File: config.mk
export PLATFORM = sky130hd
export DESIGN_NAME = sid_mix_seq
export DESIGN_NICKNAME = d
export VERILOG_FILES = /design/src/rtl/sid_mix_seq.sv
export SDC_FILE = /design/constraint.sdc
export NUM_CORES = 1
export LEC_CHECK = 0
export CORE_ASPECT_RATIO = 1.5
export CORE_MARGIN = 5
export CORE_UTILIZATION = 35
export CTS_CLUSTER_DIAMETER = 150
export DETAILED_ROUTE_END_ITERATION = 12
export PLACE_DENSITY = 0.61
export SLEW_MARGIN = 20
export SYNTH_ARGS = -nofsm -noshare
export SYNTH_HDL_FRONTEND = slang
export SYNTH_SLANG_ARGS = --single-unit
File: constraint.sdc
create_clock -name clk -period 5.05 [get_ports clk]
set_clock_uncertainty 0.1 [all_clocks]
set_input_delay 1.515 -clock clk [delete_from_list [all_inputs] [get_ports clk]]
set_output_delay 1.515 -clock clk [all_outputs]
set_load 0.03 [all_outputs]
File: src/rtl/sid_mix_seq.sv
// Time-multiplexed SID voice mixer: one voice per clock into filter/bypass sums, then clip and
// master volume. Optional DC offset term enabled by defining SID_MIX_DC_EN.
module sid_mix_seq #(
  parameter int unsigned NUM_VOICES = 3,
  parameter int unsigned WIDTH      = 16,
  parameter int unsigned HEADROOM   = 3
) (
  input  logic                           clk,
  input  logic                           iRstN,
  input  logic                           clkEn,
  input  logic [NUM_VOICES*WIDTH-1:0]    iVoices,
  input  logic [NUM_VOICES-1:0]          iFilt,
  input  logic [NUM_VOICES-1:0]          iOff,
  input  logic [2:0]                     iMode,
  input  logic [3:0]                     iVol,
  input  logic signed [WIDTH-1:0]        iLP,
  input  logic signed [WIDTH-1:0]        iBP,
  input  logic signed [WIDTH-1:0]        iHP,
  input  logic                           iClr,
  output logic signed [WIDTH-1:0]        oPreFilter,
  output logic signed [WIDTH-1:0]        oOut,
  output logic                           oValid,
  output logic                           oOverrun,
  output logic [7:0]                     oClipCnt
);

  localparam int unsigned AccW = WIDTH + $clog2(NUM_VOICES + 4) + 1;
  localparam int unsigned IdxW = (NUM_VOICES > 1) ? $clog2(NUM_VOICES) : 1;
  localparam logic [IdxW-1:0] LastIdx = IdxW'(NUM_VOICES - 1);
  localparam logic signed [AccW-1:0] MaxAcc = AccW'((64'sd1 <<< (WIDTH - 1)) - 64'sd1);
  localparam logic signed [AccW-1:0] MinAcc = ~MaxAcc;
  localparam logic signed [WIDTH-1:0] MaxOut = {1'b0, {(WIDTH - 1){1'b1}}};
  localparam logic signed [WIDTH-1:0] MinOut = ~MaxOut;

  typedef enum logic [1:0] {StIdle, StAcc, StMix, StVol} state_e;

  state_e                   state_q, state_d;
  logic [IdxW-1:0]          idx_q, idx_d;
  logic signed [AccW-1:0]   facc_q, facc_d, bacc_q, bacc_d;
  logic signed [WIDTH-1:0]  clip_q, clip_d, pf_q, pf_d;
  logic signed [WIDTH-1:0]  out_q, out_d, pre_q, pre_d;
  logic                     valid_q, valid_d, ovr_q, ovr_d;
  logic [7:0]               cnt_q, cnt_d;
  logic                     latch;

  logic signed [WIDTH-1:0]  voices_q [NUM_VOICES];
  logic [NUM_VOICES-1:0]    filt_q, off_q;
  logic [2:0]               mode_q;
  logic [3:0]               vol_q;

  logic signed [AccW-1:0]   v_ext, lp_t, bp_t, hp_t, mix_sum;
  logic signed [WIDTH+4:0]  clip_ext, vol_ext, prod;
  logic                     mix_clipped;

  function automatic logic signed [WIDTH-1:0] sat(input logic signed [AccW-1:0] x);
    if (x > MaxAcc) return MaxOut;
    if (x < MinAcc) return MinOut;
    return WIDTH'(x);
  endfunction

  assign v_ext = AccW'(voices_q[idx_q]) >>> HEADROOM;
  assign lp_t  = mode_q[0] ? AccW'(iLP) : '0;
  assign bp_t  = mode_q[1] ? AccW'(iBP) : '0;
  assign hp_t  = mode_q[2] ? AccW'(iHP) : '0;

`ifdef SID_MIX_DC_EN
  // Mixer input DC offset, scaled so it stays the same fraction of full scale at any WIDTH.
  localparam int DcShift = (WIDTH >= 16) ? int'(WIDTH) - 16 : 16 - int'(WIDTH);
  localparam int DcVal   = (WIDTH >= 16) ? (-3746 <<< DcShift) : (-3746 >>> DcShift);
  localparam logic signed [AccW-1:0] DcAcc = AccW'(DcVal);
  assign mix_sum = bacc_q + lp_t + bp_t + hp_t + DcAcc;
`else
  assign mix_sum = bacc_q + lp_t + bp_t + hp_t;
`endif

  assign mix_clipped = (mix_sum > MaxAcc) || (mix_sum < MinAcc);
  assign clip_ext    = (WIDTH + 5)'(clip_q);
  assign vol_ext     = {{(WIDTH + 1){1'b0}}, vol_q};
  assign prod        = clip_ext * vol_ext;

  always_comb begin
    state_d = state_q;
    idx_d   = idx_q;
    facc_d  = facc_q;
    bacc_d  = bacc_q;
    clip_d  = clip_q;
    pf_d    = pf_q;
    out_d   = out_q;
    pre_d   = pre_q;
    valid_d = 1'b0;
    ovr_d   = ovr_q;
    cnt_d   = cnt_q;
    latch   = 1'b0;
    unique case (state_q)
      StIdle: begin
        if (clkEn) begin
          latch   = 1'b1;
          facc_d  = '0;
          bacc_d  = '0;
          idx_d   = '0;
          state_d = StAcc;
        end
      end
      StAcc: begin
        if (filt_q[idx_q])     facc_d = facc_q + v_ext;
        else if (!off_q[idx_q]) bacc_d = bacc_q + v_ext;
        if (idx_q == LastIdx) state_d = StMix;
        else                  idx_d   = idx_q + 1'b1;
      end
      StMix: begin
        clip_d = sat(mix_sum);
        pf_d   = sat(facc_q);
        if (mix_clipped && cnt_q != 8'hff) cnt_d = cnt_q + 8'd1;
        state_d = StVol;
      end
      StVol: begin
        out_d   = WIDTH'(prod >>> 4);
        pre_d   = pf_q;
        valid_d = 1'b1;
        state_d = StIdle;
      end
      default: state_d = StIdle;
    endcase
    if (clkEn && state_q != StIdle) ovr_d = 1'b1;
    // Clear has priority over same-cycle clip or overrun events.
    if (iClr) begin
      ovr_d = 1'b0;
      cnt_d = '0;
    end
  end

  always_ff @(posedge clk or negedge iRstN) begin
    if (!iRstN) begin
      state_q <= StIdle;
      idx_q   <= '0;
      facc_q  <= '0;
      bacc_q  <= '0;
      clip_q  <= '0;
      pf_q    <= '0;
      out_q   <= '0;
      pre_q   <= '0;
      valid_q <= 1'b0;
      ovr_q   <= 1'b0;
      cnt_q   <= '0;
    end else begin
      state_q <= state_d;
      idx_q   <= idx_d;
      facc_q  <= facc_d;
      bacc_q  <= bacc_d;
      clip_q  <= clip_d;
      pf_q    <= pf_d;
      out_q   <= out_d;
      pre_q   <= pre_d;
      valid_q <= valid_d;
      ovr_q   <= ovr_d;
      cnt_q   <= cnt_d;
    end
  end

  always_ff @(posedge clk or negedge iRstN) begin
    if (!iRstN) begin
      for (int unsigned i = 0; i < NUM_VOICES; i++) voices_q[i] <= '0;
      filt_q <= '0;
      off_q  <= '0;
      mode_q <= '0;
      vol_q  <= '0;
    end else if (latch) begin
      for (int unsigned i = 0; i < NUM_VOICES; i++) voices_q[i] <= iVoices[i*WIDTH +: WIDTH];
      filt_q <= iFilt;
      off_q  <= iOff;
      mode_q <= iMode;
      vol_q  <= iVol;
    end
  end

  assign oOut       = out_q;
  assign oPreFilter = pre_q;
  assign oValid     = valid_q;
  assign oOverrun   = ovr_q;
  assign oClipCnt   = cnt_q;

endmodule

==> results by group, run 1 <==
Critical path
  • Worst-path maximum fanout: 6
  • Reg2reg start: mode_q[1]
  • Type of origin of the critical path: input pin
  • Reg2Reg Setup Slack: 0.06 ns
  • Reg2reg path depth: 15
  • Data required, critical path: 5.29 ns
  • Critical path endpoint category: flip-flop
  • Worst Setup Path Type: input pin to flip-flop
  • Reg2Reg Capture Point: oClipCnt[5]
  • CP Data Arrival Time: 5.46 ns

Global route
  • Vias in the first global route: 10500
  • First-pass GRT wire length: 52100 um
  • Gr usage total: 15.6%
  • Initial antenna violation count: 4
  • Pin count of the biggest net entering global routing: 87
  • Grt ovf: 0

Cells and area
  • Final net count: 1816
  • Commonest non-fill, non-tap cell in the layout: dfrtp_1
  • Most frequent cells in the layout: dfrtp_1, inv_1, clkdlybuf4s50_1
  • Area Overhead vs Synth: 28.4%
  • Final std cells w/o fill: 2034
  • Design area: 16600 um^2
  • Share of cells above drive strength 1: 20.4%

Clock tree
  • CTS tree: built
  • Hold_buf cts: 0
  • Skew-Pair Late Insertion Delay: 0.45 ns
  • CTS sink cnt: 170
  • Htree depth: 4
  • Number of CTS-inserted buffers: 17
  • Reg clk slew, reported paths: 0.08 ns
  • Root Driver: clkbuf_16
  • Clock buffer depth: 2

STA
  • Worst-margin pin slew: 0.982 ns
  • Final hold viol count: 0
  • Worst slew margin: 33.8%
  • Setup tns final: -0.867 ns
  • Final Cycle Share: 103%
  • Final min period: 5.22 ns
  • Final hold slack: 0.405 ns
  • Unrepaired setup endpoints after global routing: true
  • Worst Slack Setup Final: -0.172 ns
  • Fmax: 191 MHz
  • Slew Viols, Final: 0
  • Final setup viols: 7

Status
  • Failing checks: setup timing
  • Status: finished, violations left

Place
  • Gpl congestion: 0.900
  • Area after DPL: 15600 um^2
  • Post-DP HPWL: 25300 um
  • Count of input and output buffers: 145
  • Placed insts: 1985

Hold path
  • Worst Hold Launch: voices_q[39]
  • Hold depth: 1
  • Worst Hold Endpoint: voices_q[39]
  • Hold crit path type: flip-flop to flip-flop

Drt
  • DRC Markers: 0
  • Routed Antenna Nets: 0
  • Drt wl/cell: 15.6 um
  • Vias per cell: 4.93
  • DR iter-0 viols: 295
  • Pre-antenna DRT Iters: 5
  • WL final: 31800 um
  • Vias: 10000

Synthesis
  • Avg Inst Size Synth: 9.78 um^2
  • Post-Syn Area: 12900 um^2
  • Post-synthesis sequential area ratio: 33.0%
  • Unique cell type count in the Yosys netlist: 66
  • Yosys Warn Count: 0
  • Post-synth ARST share: 100%
  • Syn_nets: 1602
  • Instance count of the mapped netlist: 1320
  • Top_reg_cell synth: dfrtp_1
  • Synth Register Bits: 170
  • Post-synth EDFFs: 0

Floorplanning
  • FP Rows: 86
  • Initial Utilization: 35.3%
  • CORE AREA: 36600 um^2
  • Full die area: 40900 um^2
  • I/O pin count: 155
  • Die Y: 245 um
  • Die span in x: 167 um

Run
  • Max_cap viols: 0
kinds of logic after synthesis:
family                   Yosys count  synth area share, %
flip-flops                       170                 33.0
adder cells (fa/ha/maj)          169                 20.5
AND/OR/NAND/NOR                  310                 11.6
XOR/XNOR                          71                 4.96
multiplexers                     107                 9.24
AO/OA/AOI/OAI                    276                 14.2
buffers and inverters            217                 6.49
Yosys cell counts (2+ instances only):
cell	number	area share, %
buf_6	3	0.26
ha_1	98	9.5
nor2b_1	11	0.53
a21oi_1	57	2.2
a221oi_1	2	0.14
a221o_1	2	0.16
and4_1	3	0.20
o41ai_1	3	0.20
or3_1	9	0.44
o21bai_1	6	0.35
nand4_1	3	0.15
o21a_1	12	0.70
o22ai_1	17	0.82
clkbuf_1	38	1.1
o31ai_1	13	0.76
buf_1	6	0.17
xor2_1	18	1.2
o211ai_1	22	1.3
o21ai_1	20	0.78
mux2_2	82	7.2
nor2_1	59	1.7
fa_1	71	11
a221oi_2	2	0.23
nand3_1	11	0.43
dfrtp_1	170	33
mux2i_1	21	1.6
inv_1	168	4.9
a21o_1	28	1.6
mux2_4	3	0.35
a22o_1	24	1.6
nand2b_1	11	0.53
and2_1	53	2.6
a211oi_1	8	0.47
xnor2_1	52	3.5
and3_1	6	0.29
o21ai_2	2	0.14
nor4_1	4	0.19
o21ai_0	38	1.5
nor3_1	14	0.54
a31oi_1	6	0.29
nand2_1	116	3.4
or4_1	3	0.17
a211o_1	2	0.14
critical path: stages:
cell and delay [ns]:
clkdlybuf4s15_1 0.19, and2_4 0.17, fa_1 0.52, fa_1 0.45, ha_4 0.18, or2_1 0.20
a311o_1 0.30, a221oi_2 0.23, o21ai_1 0.11, xor2_1 0.19, or4_4 0.51, mux2i_4 0.35
buf_4 0.20, nor4_4 0.03, mux2_4 0.31
worst max path at each step:
stage / startpoint / endpoint / slack, ns / cells past startpoint
after CTS: iLP[1] / oClipCnt[3] / -0.15 / 18
after floorplan: iBP[13] / oClipCnt[5] / -0.24 / 16
after detailed placement: iBP[1] / oClipCnt[3] / -0.99 / 18
after global routing: iLP[1] / oClipCnt[5] / -0.30 / 18
after global placement: iBP[1] / oClipCnt[4] / -0.96 / 18
final: iBP[14] / oClipCnt[5] / -0.17 / 15
metal layers:
layer  global-route usage (%)  vias to the layer above  routed length (um)
met2                     28.4                      186               16300
met3                     2.98                       65                1210
li1                         -                     4915                   -
met1                     17.4                     4863               12700
met4                     8.04                        2                1510
met5                        0                        -                   7
per-stage QoR:
stage,utilization [%],setup WS (ns)
detailed placement,42.5,-0.985
global route,45.3,-0.300
CTS,45.0,-0.151
finish,45.3,-0.172
floorplan,-,-0.242
global placement,42.5,-0.961
sequential cells by signal (all words and copies together), names as in the netlist:
name        cells
voices_q       39
mode_q          3
pf_q           16
oPreFilter     16
idx_q           2
oOverrun        1
oOut           16
filt_q          3
vol_q           4
clip_q         16
oValid          1
off_q           3
bacc_q         20
state_q         2
oClipCnt        8
facc_q         20
final cells by class:
class | instances | area (um^2)
Antenna cell | 3 | 7.51
Timing Repair Buffer | 243 | 2220
Tap cell | 484 | 606
Clock buffer | 19 | 433
Multi-Input combinational cell | 933 | 8260
Clock inverter | 13 | 153
Sequential cell | 170 | 4250
Fill cell | 3523 | 20000
Inverter | 169 | 634
what timing repair did:
item | 4_1_cts | 5_1_grt
gates cloned | 0 | 0
resized for setup | 109 | 46
setup buffers | 12 | 4
pin swaps | 67 | 23
hold endpoints to repair | 0 | 0
setup endpoints to repair | 23 | 22
Power of run 1 is not shown: default switching activity piles up to over one toggle a cycle in this logic, so the estimate is an artifact.
==> run 2, diff against run 1 <==
Settings changed: CORE_UTILIZATION 35 to 50, PLACE_DENSITY 0.61 to 0.8.
==> run 2 against run 1 <==
- the run still ends with setup timing left
- clock-buffer cell count stayed put
- via count is 1.7% higher
- final area fell by 1.9%
- worst hold slack worse by 0.011 ns
- cell count down 7.8%
- global-route usage rose by 6.2 points
- register-to-register slack gained 0.24 ns
- critical path depth up 2
- die area fell by 29%
==> results by group, run 2 (synthesized netlist as in run 1, its figures left out) <==
Floorplanning
  • I/O pin count: 155 (unchanged)
  • Initial Utilization: 50.3% (+15 points)
  • FP Rows: 72 (-16%)
  • Die Y: 207 um (-16%)
  • Die span in x: 141 um (-15%)
  • Full die area: 29200 um^2 (-29%)
  • CORE AREA: 25700 um^2 (-30%)

Drt
  • DRC Markers: 0 (unchanged)
  • DR iter-0 viols: 485 (+64%)
  • WL final: 31100 um (-2.0%)
  • Drt wl/cell: 16.6 um (+6.3%)
  • Vias: 10200 (+1.7%)
  • Routed Antenna Nets: 0 (unchanged)
  • Pre-antenna DRT Iters: 4 (-1)
  • Vias per cell: 5.44 (+10%)

Clock tree
  • CTS tree: built
  • Reg clk slew, reported paths: 0.07 ns (about the same)
  • Number of CTS-inserted buffers: 17 (unchanged)
  • Root Driver: clkbuf_16
  • CTS sink cnt: 170 (unchanged)
  • Skew-Pair Late Insertion Delay: 0.44 ns (about the same)
  • Clock buffer depth: 2 (unchanged)
  • Htree depth: 4 (unchanged)

STA
  • Worst-margin pin slew: 1.05 ns (+0.0636 ns)
  • Final min period: 5.17 ns (-0.0520 ns)
  • Worst Slack Setup Final: -0.120 ns (+0.0520 ns)
  • Unrepaired setup endpoints after global routing: true
  • Final setup viols: 7 (unchanged)
  • Worst slew margin: 30.0% (-3.8 points)
  • Final Cycle Share: 102% (-1.0 points)
  • Final hold slack: 0.394 ns (-0.0108 ns)
  • Slew Viols, Final: 0 (unchanged)
  • Fmax: 193 MHz (+1.0%)
  • Final hold viol count: 0 (unchanged)

Hold path
  • Hold crit path type: flip-flop to flip-flop
  • Worst Hold Launch: oOverrun

Cells and area
  • Final std cells w/o fill: 1875 (-7.8%)
  • Share of cells above drive strength 1: 19.3% (-1.1 points)
  • Most frequent cells in the layout: dfrtp_1, inv_1, clkdlybuf4s50_1
  • Final net count: 1812 (-0.22%)
  • Largest reg by FF count: voices_q
  • Area Overhead vs Synth: 25.9%
  • Max reg flops: 39 (unchanged)
  • Commonest non-fill, non-tap cell in the layout: dfrtp_1
  • Fill cell count: 2029 (-42%)
  • Largest regs: voices_q (39), bacc_q (20), facc_q (20)
  • # diodes: 0 (-3)

Place
  • Setup WS pre-CTS: -0.996 ns (-0.0108 ns)
  • Post-DP HPWL: 24200 um (-4.4%)
  • Gpl congestion: 0.922 (+2.5%)
  • Count of input and output buffers: 145 (unchanged)
  • Placed insts: 1830 (-7.8%)

Status
  • Status: finished, violations left
  • Failing checks: setup timing

Global route
  • Gr usage total: 21.8% (+6.2 points)
  • Pin count of the biggest net entering global routing: 95 (+9.2%)
  • Initial antenna violation count: 1 (-3)
  • Vias in the first global route: 10900 (+3.2%)
  • First-pass GRT wire length: 51400 um (-1.2%)
  • Grt ovf: 0 (unchanged)

Critical path
  • Type of origin of the critical path: input pin
  • Reg2reg start: mode_q[1]
  • Critical path endpoint category: flip-flop
  • Worst-path maximum fanout: 6 (unchanged)
  • Data required, critical path: 5.28 ns (about the same)
  • Worst Setup Path Type: input pin to flip-flop
  • Critical path launch point: iBP[12]
  • CP Data Arrival Time: 5.40 ns (-0.06 ns)

Run
  • Max_cap viols: 0 (unchanged)
-- run 2: cell count changes in the layout (fill, tap and decap cells not counted), moves of 3 or more --
| cell | change |
|---|---|
| o21ai_1 | -3 |
| diode_2 | -3 |
| o21ai_2 | +3 |
| inv_2 | -4 |
| nand2_4 | -3 |
| nand2_1 | +5 |
| clkdlybuf4s15_2 | +3 |
| buf_4 | -5 |
| ha_4 | -4 |
| clkbuf_2 | -5 |
| clkinv_4 | +4 |
| inv_1 | +4 |
-- run 2: final timing paths --
check                          endpoint  slack (ns)  depth (start not counted)
max                         oClipCnt[0]       -0.12                         17
min                            oOverrun        0.39                          2
max reg2reg                 oClipCnt[0]        0.30                         20
min reg2reg                    oOverrun        0.39                          2
max in group asynchronous  voices_q[43]        3.13                          2
min in group asynchronous   oClipCnt[0]        0.87                          1
-- run 2: per-layer routing --
layer	global-route usage [%]	wire length (um)	share of wire, %	vias to the layer above
met2	40.4	16400	53	250
met4	11.5	1640	5.3	2
met5	0	11	0.035	-
met3	3.27	1400	4.5	93
li1	-	-	-	4911
met1	24.0	11700	38	4942
-- run 2: final cells by class --
class | count | area, um^2 | share of cell area [%]
Clock buffer | 19 | 453 | 2.79
Multi-Input combinational cell | 933 | 8140 | 50.1
Tap cell | 333 | 417 | 2.56
Inverter | 169 | 634 | 3.90
Timing Repair Buffer | 239 | 2220 | 13.6
Sequential cell | 170 | 4250 | 26.2
Clock inverter | 12 | 135 | 0.832
-- run 2: what timing repair did --
item / 4_1_cts / 5_1_grt
hold endpoints to repair: 0 / 0
hold buffers: 0 / 0
gates cloned: 0 / 1
resized for setup: 112 / 18
pin swaps: 85 / 18
endpoints found under the setup margin: 23 / 23
setup buffers: 10 / 7
-- run 2: per-stage QoR --
stage                     utilization, %  TNS [ns]  area (um^2)
after global placement              59.8    -19.74        15300
final                               63.3    -0.399        16200
after floorplan                        -     -3.26        13000
after detailed placement            59.8    -20.55        15300
after CTS                           62.9    -0.289        16200
after global routing                63.3     -1.54        16200
-- run 2: critical path: stages --
cell           delay, ns
dlygate4sd2_1       0.24
nand2_2             0.06
fa_2                0.44
fa_1                0.51
inv_2               0.05
ha_4                0.15
a21o_1              0.21
a311o_1             0.36
a221oi_2            0.26
o21ai_2             0.09
xor2_1              0.19
or4_4               0.52
mux2i_4             0.18
buf_12              0.16
buf_6               0.10
nor2_4              0.03
mux2_4              0.31
Power of run 2 is left out for the same reason.
